File: config.mk
export PLATFORM = sky130hd
export DESIGN_NAME = pwm_fade_ctrl
export DESIGN_NICKNAME = d
export VERILOG_FILES = /design/src/rtl/pwm_fade_ctrl.sv
export SDC_FILE = /design/constraint.sdc
export NUM_CORES = 1
export LEC_CHECK = 0
export CAP_MARGIN = 40
export CORE_MARGIN = 1
export CORE_UTILIZATION = 55
export CTS_CLUSTER_SIZE = 12
export DETAILED_ROUTE_END_ITERATION = 10
export PLACE_DENSITY = 0.76
export SLEW_MARGIN = 25
export SYNTH_ARGS = -nofsm -noshare
export SYNTH_HDL_FRONTEND = slang
export SYNTH_SLANG_ARGS = --single-unit
File: constraint.sdc
create_clock -name clk -period 6.5 [get_ports clk]
set_clock_uncertainty 0.05 [all_clocks]
set_input_delay 0.65 -clock clk [delete_from_list [all_inputs] [get_ports clk]]
set_output_delay 0.65 -clock clk [all_outputs]
set_load 0.02 [all_outputs]
File: src/rtl/pwm_fade_ctrl.sv
// Duty-cycle fade sequencer for one pwm instance: ramps duty toward a target by STEP every rate PWM periods.
// Optional continuous breathing between target and 0 is compiled in with FADE_BREATHE_EN.
module pwm_fade_ctrl #(
  parameter int unsigned SIZE   = 8,
  parameter int unsigned PERIOD = 255,
  parameter int unsigned STEP   = 16
) (
  input  logic            clk,
  input  logic            rst,
  input  logic            start,
  input  logic            abort,
  input  logic [SIZE-1:0] target,
  input  logic [7:0]      rate,
`ifdef FADE_BREATHE_EN
  input  logic            breathe,
`endif
  output logic [SIZE-1:0] duty,
  output logic            busy,
  output logic            done
);

  localparam int unsigned PW = (PERIOD > 1) ? $clog2(PERIOD) : 1;
  localparam logic [PW-1:0]   PCNT_MAX = PW'(PERIOD - 1);
  localparam logic [SIZE-1:0] STEP_V   = SIZE'(STEP);

  typedef enum logic [1:0] {
    IDLE = 2'd0,
    UP   = 2'd1,
    DOWN = 2'd2
  } state_t;

  state_t          state, state_nxt;
  logic [PW-1:0]   pcnt;
  logic            tick;
  logic [7:0]      rcnt, rcnt_nxt;
  logic [7:0]      rate_q, rate_nxt;
  logic [7:0]      rate_last;
  logic [SIZE-1:0] target_q, target_nxt;
  logic [SIZE-1:0] goal;
  logic [SIZE-1:0] up_val, dn_val, step_val;
  logic [SIZE-1:0] duty_nxt;
  logic            busy_nxt, done_nxt;
`ifdef FADE_BREATHE_EN
  logic [SIZE-1:0] goal_q, goal_nxt;
  logic            breathe_q, breathe_nxt;
  assign goal = goal_q;
`else
  assign goal = target_q;
`endif

  // Free-running period counter, aligned with the pwm instance's period wrap.
  always_ff @(posedge clk or posedge rst) begin
    if (rst) begin
      pcnt <= '0;
    end else if (pcnt == PCNT_MAX) begin
      pcnt <= '0;
    end else begin
      pcnt <= pcnt + PW'(1);
    end
  end

  assign tick      = (pcnt == PCNT_MAX);
  assign rate_last = (rate_q == 8'd0) ? 8'd0 : rate_q - 8'd1;

  // Candidate step values; the clamp keeps duty from passing the goal in either direction.
  assign up_val   = ((goal - duty) <= STEP_V) ? goal : duty + STEP_V;
  assign dn_val   = ((duty - goal) <= STEP_V) ? goal : duty - STEP_V;
  assign step_val = (state == UP) ? up_val : dn_val;

  // State and registered-output register.
  always_ff @(posedge clk or posedge rst) begin
    if (rst) begin
      state    <= IDLE;
      duty     <= '0;
      busy     <= 1'b0;
      done     <= 1'b0;
      rcnt     <= '0;
      rate_q   <= '0;
      target_q <= '0;
`ifdef FADE_BREATHE_EN
      goal_q    <= '0;
      breathe_q <= 1'b0;
`endif
    end else begin
      state    <= state_nxt;
      duty     <= duty_nxt;
      busy     <= busy_nxt;
      done     <= done_nxt;
      rcnt     <= rcnt_nxt;
      rate_q   <= rate_nxt;
      target_q <= target_nxt;
`ifdef FADE_BREATHE_EN
      goal_q    <= goal_nxt;
      breathe_q <= breathe_nxt;
`endif
    end
  end

  // Next-state: abort beats start, start beats a pending step.
  always_comb begin
    state_nxt  = state;
    duty_nxt   = duty;
    rcnt_nxt   = rcnt;
    rate_nxt   = rate_q;
    target_nxt = target_q;
    done_nxt   = 1'b0;
`ifdef FADE_BREATHE_EN
    goal_nxt    = goal_q;
    breathe_nxt = breathe_q;
`endif
    if (abort) begin
      state_nxt = IDLE;
      rcnt_nxt  = '0;
    end else if (start) begin
      target_nxt = target;
      rate_nxt   = rate;
      rcnt_nxt   = '0;
`ifdef FADE_BREATHE_EN
      goal_nxt    = target;
      breathe_nxt = breathe;
`endif
      if (target > duty) begin
        state_nxt = UP;
      end else if (target < duty) begin
        state_nxt = DOWN;
      end else begin
        state_nxt = IDLE;
        done_nxt  = 1'b1;
      end
    end else if (state != IDLE && tick) begin
      if (rcnt == rate_last) begin
        rcnt_nxt = '0;
        duty_nxt = step_val;
        if (step_val == goal) begin
`ifdef FADE_BREATHE_EN
          if (breathe_q && target_q != '0) begin
            // Bounce between target_q and 0 forever.
            goal_nxt  = (goal_q == target_q) ? '0 : target_q;
            state_nxt = (goal_nxt > step_val) ? UP : DOWN;
          end else begin
            state_nxt = IDLE;
            done_nxt  = 1'b1;
          end
`else
          state_nxt = IDLE;
          done_nxt  = 1'b1;
`endif
        end
      end else begin
        rcnt_nxt = rcnt + 8'd1;
      end
    end
    busy_nxt = (state_nxt != IDLE);
  end

endmodule

* Word-level counts from Yosys, hierarchy flattened
Index checks and enable logic that the tools add are counted.
** Word-level totals
- Bits in registers :: 44
- Logic and storage cells :: 55
- Output and inout port bits :: 10
- Input port bits :: 20
** Cells by class
- Magnitude comparators :: 4
- Reductions and logical operators :: 7
- Multiplexer cells :: 23
- Equality and inequality tests :: 4
- Bitwise logic cells :: 2
- Add/subtract/negate cells :: 7
** Operators with widths (count)
- $mux 8 :: 9
- $add 8x1->8 const B :: 2
- $eq 8x8->1 :: 2
- $le 8x5->1 const B :: 2
- $sub 8x8->8 :: 2
- $mux 2 :: 7
- $add 8x5->8 const B :: 1
- $eq 8x8->1 const B :: 1
- $gt 8x8->1 :: 1
- $logic_not 8->1 :: 1
- $lt 8x8->1 :: 1
- $sub 8x1->8 const B :: 1
- $sub 8x5->8 const B :: 1
- $mux 1 :: 7
- $reduce_and 4->1 :: 1
- $reduce_bool 2->1 :: 2
- $reduce_bool 3->1 :: 1
- $eq 2x1->1 const B :: 1
- $not 1->1 :: 2
- $reduce_and 2->1 :: 1
- $logic_and 1x1->1 :: 1

* Longest topological paths before layout
- Depth in word-level cells :: 11
- Depth in mapped cells :: 13
- Gate-level depth less buffers :: 10

* Worst setup path before layout
OpenSTA, ideal clock, no wires.
- Path type :: register -> register
- Start point :: register duty[4]
- End point :: register busy
- Required time :: 6.324 ns
- Library setup time :: 0.126 ns
- Period minus slack after synthesis :: 3.298 ns
- Stages on the path, launching flop included :: 12
- Buffers on the path :: 1
- Arrival time :: 3.122 ns
- Path slack :: 3.202 ns
- Cell sequence :: dfrtp_1 -> inv_1 -> ha_1 -> buf_1 -> o211ai_1 -> a211oi_1 -> nor2_1 -> xnor2_1 -> o221ai_1 -> o21ai_1 -> o2111ai_1 -> a311o_1
** Between the ends
- Longest elaborated chain between the ends :: 11
- Elaborated cells on any way between the ends :: 20
- Those cells by class :: add/sub (4); order compare (4); eq/ne (1); mux (10); reduce/logical (1)
** RTL lines
- start: declaration :: line 17 : output logic [SIZE-1:0] duty,
- start signal: assignment :: line 86 : duty <= duty_nxt;
- $sub 8x8->8 (on tied branches) :: line 67, 66
- $le 8x5->1 (on tied branches) :: line 67, 66
- $mux 8 (on tied branches) :: line 67, 66
- $mux 8 :: line 68 : assign step_val = (state == UP) ? up_val : dn_val;
- $eq 8x8->1 :: line 134 : if (step_val == goal) begin
- $mux 2 :: line 134
- $mux 2 :: line 131 : if (rcnt == rate_last) begin
- $mux 2 :: line 130 : end else if (state != IDLE && tick) begin
- $mux 2 (*) :: line 114 : end else if (start) begin
- $mux 2 (*) :: line 111 : if (abort) begin
- $reduce_bool 2->1 (*) :: line 153 : busy_nxt = (state_nxt != IDLE);
- named net busy_nxt :: line 42 : logic busy_nxt, done_nxt;
- end signal: assignment :: line 87 : busy <= busy_nxt;
- end: declaration :: line 18 : output logic busy,
Mark *: on every way through the listed nets, which the timed path passes. The rest lies on a longest branch.
A chain may end at the register's enable or synchronous reset.

* Worst setup path after layout
Same ends and word-level chain as after synthesis.

==> reports/metrics.cfg <==
[run_status]
status = finished clean

[routing]
wl_mm = 8.24
drc = 0
route.vias.total = 3090
first_pass_iters = 4
routedWlPerCell_um = 16.5
drtAntennaViolNets = 0
viasPerCell = 6.19
first_iter_violations = 114

[timing]
fin_crit_sh_pct = 57.1
hold_viol = 0
fin_tns_setup_ns = 0
tightest_slew_ns = 0.671
timing.final.crit_period_ns = 3.71
fmax_mhz = 269
rsz0062_at_grt = false
max-slew-margin-rel_pct = 55.0
finalMaxSlewViolations = 0
hold_ws_ns = 0.445
setup_viol = 0

[clock_network]
postCtsHoldBufs = 0
cts_buffers = 5
clk_path_buf_depth = 2
cts_tree = built
cts_root_buffer = clkbuf_8
post_cts_resized = 0
post_cts_buffers = 0
htreeDepth = 2
clk_latency_ns = 0.30
path_clk_slew_ns = 0.09
clock-sinks = 44

[run]
maxCapViolations = 0

[critical_path]
worst-r2r-setup-slack_ns = 2.79
start_kind = register
cp.required_ns = 6.64
ff2ff_path_depth = 10
setup.worst_path.end_class = register
worstReg2RegEnd = busy$_DFF_PP0_
r2r-start = duty[4]$_DFFE_PP0P_
crit_type = register to register
cp.arrival_ns = 3.85
critPathMaxFanout = 13

[synth]
syn-cell-area_um2 = 3480
synth_edf_count = 0
synth-seq-area-share_pct = 31.7
synth.distinct_cells = 62
synth-main-ff-cell = dfrtp_1
syn_inst = 399
synth_seq_cells = 44
async_reset_ff_share_pct = 100
yosys_warnings = 0
syn_nets = 447
synth_area_per_cell_um2 = 8.71

[die]
core_um2 = 6030
ioPinCount = 30
placementRows = 28
die_w_um = 81.5
die_y_um = 81.5
start_util_pct = 57.7
dieArea_um2 = 6640

[grt]
gr-usage-met1_pct = 34.1
grt_use_met2_pct = 47.2
grt_max_degree = 45
grt_pass1_vias = 2985
grt_usage_pct = 27.0
grt_pass1_wl_mm = 13.8
gr-total-overflow = 0
grt_busiest_layer = met2
antenna_found_initial = 0
use_met3_pct = 3.56

[power]
p_leak_nw = 1.69
p_per_area_nw_per_um2 = 192
ir_drop_mv = 0.149

[placed_design]
dp_cells = 490
hpwl_mm = 6.15
io_buffers = 29
place.gp.congestion = 0.895

[min_path]
hp-class = register to register
hold_depth = 1
whs_endpoint = pcnt[0]$_DFF_PP0_
hp-start = pcnt[0]$_DFF_PP0_

[final_layout]
nFillCells = 529
area_delta_synth_final_pct = 13.6
drive_above_1_share_pct = 6.60
final_cells = 499
antennaDiodeCount = 0
nNetsFinal = 472

[metrics by stage]
step	util [%]	worst slack (ns)	total power, W	area (µm²)
detailed placement	63.3	2.81	0.000515	3810
global placement	63.2	2.98	0.000510	3810
global route	65.6	2.51	0.000799	3950
floorplan	-	3.20	0.000460	3480
finish	65.6	2.79	0.000760	3950
CTS	65.4	2.80	0.000760	3940
[placed cells by master, fill, tap and decap left out, types with 2 or more instances in the layout]
master and instances:
o22ai_1 2, mux2_2 6, a21oi_1 18, nor2b_1 6, a211o_1 2, o221ai_1 3
o2111ai_1 3, clkbuf_2 2, xnor2_1 16, nand2_1 29, o22a_1 2, o2111a_1 2
o21ai_0 19, clkdlybuf4s50_1 29, mux2i_1 7, nand4_1 5, and2_1 2, o211ai_1 6
a211oi_1 7, clkbuf_8 5, inv_1 27, nand3_1 19, nor2_1 29, bufinv_16 2
and3_1 4, or4_1 7, a21o_1 4, nor3_1 8, o31ai_1 5, o21bai_1 2
nor4_1 6, ha_1 28, a31o_2 3, dfrtp_1 44, or3_1 6, o21a_1 5
nand2b_1 7, xor2_1 15, a2111oi_0 3, a21boi_0 4
[synth_stat cells, types with 3 or more instances]
library cell,count,area (µm²)
dfrtp_1,44,1100
nand2_1,29,109
nor2_1,29,109
ha_1,28,350
inv_1,28,105
nand3_1,19,95.1
o21ai_0,19,95.1
a21oi_1,18,90.1
xnor2_1,16,140
xor2_1,15,131
clkbuf_1,8,30.0
nor3_1,8,40.0
a211oi_1,7,52.6
mux2i_1,7,70.1
nand2b_1,7,43.8
nor2b_1,7,43.8
or4_1,7,52.6
mux2_2,6,67.6
nor4_1,6,37.5
o211ai_1,6,45.0
or3_1,6,37.5
nand4_1,5,31.3
o21a_1,5,37.5
o31ai_1,5,37.5
a21boi_0,4,30.0
a21o_1,4,30.0
and3_1,4,25.0
a2111oi_0,3,26.3
a31o_2,3,26.3
buf_2,3,15.0
o2111ai_1,3,26.3
o221ai_1,3,26.3
[worst max path at each step]
stage,cells after the start,endpoint,slack (ns),from
4_1_cts,10,busy$_DFF_PP0_,2.80,duty[4]$_DFFE_PP0P_
3_5_place_dp,10,busy$_DFF_PP0_,2.81,duty[4]$_DFFE_PP0P_
6_report,10,busy$_DFF_PP0_,2.79,duty[4]$_DFFE_PP0P_
2_1_floorplan,11,busy$_DFF_PP0_,3.20,duty[4]$_DFFE_PP0P_
5_1_grt,10,busy$_DFF_PP0_,2.51,duty[4]$_DFFE_PP0P_
3_3_place_gp,10,busy$_DFF_PP0_,2.98,duty[4]$_DFFE_PP0P_
[kinds of logic after synthesis]
logic type / after synthesis / share of synthesized area, %
buffers and inverters: 42 / 4.86
AOI/OAI and AO/OA: 104 / 21.3
xor gates and xnor gates: 31 / 7.81
DFF: 44 / 31.7
muxes: 13 / 3.96
and+or+nand+nor: 137 / 20.4
adders and majority gates: 28 / 10.1
[per-layer routing]
metal / routed length (µm) / up-vias
li1: - / 1510
met1: 3710 / 1495
met2: 4100 / 72
met3: 268 / 13
met4: 161 / 0
met5: 0 / -
[critical path, stage by stage (launching register included)]
cell and delay (ns):
dfrtp_1 0.52, inv_1 0.17, ha_1 0.50, a211oi_1 0.28, nor2_1 0.09, or4_1 0.48, a222oi_1 0.41, nand3_1 0.12
o21ai_1 0.39, o2111ai_1 0.22, a311o_1 0.38
[flip-flops by register name (all words and copies together) (netlist names)]
| signal | count |
|---|---|
| rate_q | 8 |
| duty | 8 |
| state | 2 |
| done | 1 |
| rcnt | 8 |
| goal | 8 |
| busy | 1 |
| pcnt | 8 |
[final cells by class]
type,count,area (µm²),share of cell area (%)
repair buffers,32,308,7.79
clock inverters,2,60.1,1.52
flip-flops and latches,44,1100,27.9
well taps,75,93.8,2.37
clock buffers,5,68.8,1.74
inverters,28,105,2.66
multi-input cells,313,2210,56.0
[report_power, final]
part	leakage, nW	switching, W	internal, W
registers	0.535	0.0000245	0.000290
logic	1.09	0.000112	0.0000879
clock network	0.0642	0.0000940	0.000151
total	1.69	0.000230	0.000530
Power figures use the tool's default switching activity.
